**src/rtl/struct_copy_fsm.sv**
```systemverilog
// Staged struct copier: fields are written individually in LOAD, then copied one per cycle to out_data.
// Optional sticky out-of-range write flag enabled by defining STRUCT_COPY_ERR_EN.
module struct_copy_fsm #(
  parameter int               WIDTH      = 32,
  parameter int               FIELDS     = 4,
  parameter logic [WIDTH-1:0] INIT_VALUE = '0
) (
  input  logic                    clk,
  input  logic                    reset,
  input  logic                    in_valid,
  input  logic [((FIELDS > 1) ? $clog2(FIELDS) : 1)-1:0] in_field,
  input  logic [WIDTH-1:0]        in_data,
  input  logic                    commit,
  output logic                    in_ready,
  output logic [FIELDS*WIDTH-1:0] out_data,
  output logic                    out_valid,
  output logic                    busy,
  output logic                    err
);

  localparam int FW = (FIELDS > 1) ? $clog2(FIELDS) : 1;
  localparam logic [FW-1:0] LAST = FW'(FIELDS - 1);

  typedef enum logic [7:0] {
    ST_INIT = 8'd0,
    ST_LOAD = 8'd1,
    ST_COPY = 8'd2,
    ST_DONE = 8'd3
  } state_t;

  state_t                        fsm_state_q, fsm_state_d;
  logic [FW-1:0]                 cnt_q, cnt_d;
  logic [FIELDS-1:0][WIDTH-1:0]  staging_q, staging_d;
  logic [FIELDS-1:0][WIDTH-1:0]  out_q, out_d;
  logic                          in_range;

  assign in_range = (32'(in_field) < FIELDS);

  always_comb begin
    fsm_state_d = fsm_state_q;
    cnt_d       = cnt_q;
    staging_d   = staging_q;
    out_d       = out_q;
    case (fsm_state_q)
      ST_INIT: begin
        staging_d   = {FIELDS{INIT_VALUE}};
        cnt_d       = '0;
        fsm_state_d = ST_LOAD;
      end
      ST_LOAD: begin
        // A write in the commit cycle lands before COPY reads staging.
        if (in_valid && in_range) staging_d[in_field] = in_data;
        if (commit) fsm_state_d = ST_COPY;
      end
      ST_COPY: begin
        out_d[cnt_q] = staging_q[cnt_q];
        if (cnt_q == LAST) begin
          cnt_d       = '0;
          fsm_state_d = ST_DONE;
        end else begin
          cnt_d = cnt_q + 1'b1;
        end
      end
      ST_DONE: fsm_state_d = ST_LOAD;
      default: fsm_state_d = ST_INIT;
    endcase
  end

  always_ff @(posedge clk or posedge reset) begin
    if (reset) begin
      fsm_state_q <= ST_INIT;
      cnt_q       <= '0;
      staging_q   <= '0;
      out_q       <= '0;
    end else begin
      fsm_state_q <= fsm_state_d;
      cnt_q       <= cnt_d;
      staging_q   <= staging_d;
      out_q       <= out_d;
    end
  end

  assign in_ready  = (fsm_state_q == ST_LOAD);
  assign out_valid = (fsm_state_q == ST_DONE);
  assign busy      = (fsm_state_q == ST_INIT) || (fsm_state_q == ST_COPY) ||
                     (fsm_state_q == ST_DONE);
  assign out_data  = out_q;

`ifdef STRUCT_COPY_ERR_EN
  logic err_q, err_d;

  always_comb begin
    err_d = err_q;
    if ((fsm_state_q == ST_LOAD) && in_valid && !in_range) err_d = 1'b1;
  end

  always_ff @(posedge clk or posedge reset) begin
    if (reset) err_q <= 1'b0;
    else       err_q <= err_d;
  end

  assign err = err_q;
`else
  assign err = 1'b0;
`endif

endmodule
```
**config.mk**
```make
export PLATFORM = sky130hd
export DESIGN_NAME = struct_copy_fsm
export DESIGN_NICKNAME = d
export VERILOG_FILES = /design/src/rtl/struct_copy_fsm.sv
export SDC_FILE = /design/constraint.sdc
export NUM_CORES = 1
export LEC_CHECK = 0
export ABC_AREA = 1
export CORE_AREA = 4 4 224 226
export CTS_BUF_LIST = sky130_fd_sc_hd__clkbuf_4 sky130_fd_sc_hd__clkbuf_8 sky130_fd_sc_hd__clkbuf_16
export DETAILED_ROUTE_END_ITERATION = 6
export DIE_AREA = 0 0 228 230
export PLACE_DENSITY = 0.39
export SKIP_LAST_GASP = 1
export SLEW_MARGIN = 20
export SYNTH_ARGS = -nofsm -noshare
export SYNTH_HDL_FRONTEND = slang
export SYNTH_SLANG_ARGS = --single-unit
```
**constraint.sdc**
```tcl
create_clock -name clk -period 9.3 [get_ports clk]
set_input_delay 1.395 -clock clk [delete_from_list [all_inputs] [get_ports clk]]
set_output_delay 1.395 -clock clk [all_outputs]
set_load 0.1 [all_outputs]
```
# After elaboration in Yosys (flattened, before gate mapping)
# Index checks and enable logic that the tools add are counted.
[word_totals]
reg_bits = 266
latch_bits = 0
mem_bits_rw = 0
romBits = 0
inputBits = 38
out_inout_bits = 132
elab_cells = 47
mem_count = 0
[classes]
addsub = 1
multipliers = 0
div = 0
order_cmp = 4
eq_ne = 7
n_shift = 0
n_mux = 15
bitwise_logic = 0
n_reduce_logical = 10
[op_table]
columns = ["op", "count"]
rows = [
  ["$bwmux W128", 2],
  ["$pmux W128 S2", 1],
  ["$demux W32 S2", 2],
  ["$mux W128", 1],
  ["$mux W32", 3],
  ["$bmux W32 S2", 1],
  ["$pmux W8 S3", 1],
  ["$eq A8 B2 Y1 const B", 2],
  ["$mux W8", 2],
  ["$eq A8 B1 Y1 const B", 1],
  ["$logic_not A8 Y1", 1],
  ["$lt A2 B3 Y1 const B", 2],
  ["$ne A2 B2 Y1 const B", 3],
  ["$ge A2 B1 Y1 const B", 2],
  ["$pmux W2 S2", 1],
  ["$reduce_and A2 Y1", 2],
  ["$reduce_bool A2 Y1", 2],
  ["$add A2 B1 Y2 const B", 1],
  ["$eq A2 B2 Y1 const B", 1],
  ["$logic_and A1 B1 Y1", 2],
  ["$logic_or A1 B1 Y1", 2],
  ["$mux W2", 1],
  ["$reduce_or A2 Y1", 1],
]

# Depth between registers and ports, before layout
[depth]
word_depth = 7
ltp_mapped = 9
mapped_depth_nobuf = 7

# Worst setup path after synthesis
# No wires, ideal clock.
[synth_path]
path_kind = "reg-to-output"
from = "register fsm_state_q[1]"
to = "output in_ready"
arrival_time_ps = 1389
required_ps = 7905
setup_slack_ps = 6516
stages_incl_launch_ff = 3
cell_sequence = "dfrtp_1 > inv_1 > ha_1"
[synth_via]
elab_chain_cells = 1
[synth_rtl]
columns = ["element", "line_no", "rtl"]
rows = [
  ["start, declared", "31", "state_t fsm_state_q, fsm_state_d;"],
  ["start signal, assigned", "76", "fsm_state_q <= fsm_state_d;"],
  ["$eq A8 B1 Y1", "83", "assign in_ready = (fsm_state_q == ST_LOAD);"],
  ["end, declared", "14", "output logic in_ready,"],
]
# No other way between the ends.

# Final worst setup path
# Same ends and word-level chain as after synthesis.

==> run metrics <==
status complete, no violations; RD Place Congestion 0.683; CTS clk-pin slew, worst paths about 60 ps; post-route DRC violation count 0; Reg area 0.00651 mm^2; worst-path cell chain inv_1 > ha_1 > clkdlybuf4s50_1; FILL cells 5,109; final hold vios 0; Seq/Total Area, Yosys 57.0%; Die W 228 um; actual slew at the worst max-slew pin 1080 ps; CP max FO 5; global-route wire length before repair 62,200 um; # Post-CTS Setup Buffers 0; largest net degree at the start of global routing 141; RSZ-0062 raised after global routing false; CP endpoint kind primary output; max incr delay on CP ~1200 ps; core area between 0.04 and 0.05 mm^2; Max-cap violations 0; synthesized area per cell between 8 and 9 um^2; DIE AREA 0.0524 mm^2; Die Y 230 um; Min-Delay Endpoint staging_q[64]; H-Tree Depth 2; gr usage total 15.2%; Longest Clk Path Bufs 3; setup_tns 0 ps; Syn Inst Count about 1,400; Fmax ~0.25 GHz; Post-Syn Area 0.0114 mm^2; layout cells sized above 1 roughly 6.4%; Worst R2R Start cnt_q[1]; fin crit share 43.2%; buffers added on ports 168; mean routed wirelength per cell 18.2 um; slew margin rel. ~28%; Hold Crit Class reg2reg; vias per cell around 4.4; most common cell after layout, fill and taps aside nand2_1; worst skew pair latency 510 ps; Post-CTS Hold Buffers 0; Root Driver clkbuf_16; Post-DP HPWL 22,800 um; cells taking the most area after synthesis dfrtp_1, nand2_1, nand3_1; HP Start staging_q[64]; Max Transition Viols Final 0; worst hold margin 469 ps; Syn. warnings 0; I/O pin total 170; Area growth syn-to-layout 28.4%; DRT Pass-1 Iters 5; fin crit period approximately 4000 ps; Synth area leader dfrtp_1; post-synth net total 1,463; Sink Count 260; most frequent cells in the layout nand2_1, dfrtp_1, nand3_1; GR Overflow Total 0; final core occ 30.3%; CP Launch Type register; FF-to-FF path depth 6; skew final between 9 and 10 ps; post-route ant nets 0; CTS tree yes; R2R Path End out_data[61]; Worst Path Required about 7900 ps; Setup Viol. Count Final 0; synth unique cells 18; DRT Wirelength about 40,000 um; Initial Util 23.6%; Via Count 9,586; area of the multi-input gates approximately 0.0043 mm^2; initial antenna violation count 1; total CTS buffers 34; Hold Path Stages 2; Initial DRC Count 647; FF+latch count, synth 260; reg2reg setup slack between 5000 and 6000 ps; Setup CP Type reg2out; area share of the largest cell type after synthesis 57.0%; slowest stage cell on the critical path clkdlybuf4s50_1; final layout net count 1,599; Worst EP arrival 2620 ps; cts repair resizes 0; vias in the first global route 9,793; Cell Rows 81
-- Yosys cell counts --
| cell type | instances |
|---|---|
| nor2_1 | 35 |
| dfrtp_1 | 260 |
| nand2_1 | 764 |
| inv_2 | 1 |
| nand3_1 | 194 |
| nand2_4 | 4 |
| buf_2 | 34 |
| o21ai_4 | 1 |
| nand2_2 | 16 |
| buf_4 | 3 |
| buf_1 | 1 |
| inv_1 | 48 |
| conb_1 | 1 |
| or2_2 | 1 |
| buf_6 | 12 |
| o21ai_0 | 7 |
| clkbuf_1 | 23 |
| ha_1 | 10 |
-- worst max path at each step --
stage / start / to / slack (ps) / depth (start not counted)
floorplan: reset / cnt_q[0] / 750 / 1
global placement: cnt_q[1] / out_data[33] / 5340 / 6
detailed placement: cnt_q[1] / out_data[62] / 5320 / 6
CTS: fsm_state_q[1] / in_ready / 5220 / 3
global route: cnt_q[1] / out_data[62] / 5080 / 6
finish: fsm_state_q[1] / in_ready / 5280 / 3
-- critical path: cells and delay by family (launching register included) --
family,cells,cell delay (ps)
fa+ha+maj,1,360
flops,1,420
buf+inv,2,1330
-- final cells by class --
class | instances | area share (%)
repair buffers | 173 | 11.8
clock buffers | 54 | 7.49
inverters | 49 | 1.31
clock inverters | 3 | 0.128
diodes | 1 | 0.0171
multi-input cells | 1033 | 29.5
well taps | 622 | 5.31
flip-flops and latches | 260 | 44.4
-- per-layer routing --
metal	wire [um]	track usage [%]	up-vias
met5	0	0	-
li1	-	-	4666
met4	744	3.88	0
met2	18700	24.7	241
met1	18700	21.1	4627
met3	1860	2.44	52
-- sequential cells by signal (all words and copies together), names as in the netlist --
signal       count
staging_q      128
fsm_state_q      2
cnt_q            2
out_data       128
-- kinds of logic (layout without fill, tap and decap cells) --
group	Yosys count	count (layout)	share of synthesized area (%)
AOI/OAI and AO/OA	8	8	0.450
adders and majority gates	10	10	1.10
buffers and inverters	122	279	5.27
DFF	260	260	57.0
other	1	2	0.0329
and+or+nand+nor	1014	1014	36.1
-- per-stage QoR --
stage / instances / cell area, um^2 / setup WS (ps)
2_1_floorplan: 1415 / 11400 / 750
3_5_place_dp: 2137 / 13500 / 5320
6_report: 2195 / 14700 / 5280
4_1_cts: 2194 / 14700 / 5220
5_1_grt: 2194 / 14700 / 5080
3_3_place_gp: 2137 / 13500 / 5340
Power is not shown: default switching activity piles up to over one toggle a cycle in this logic, so the estimate is an artifact.
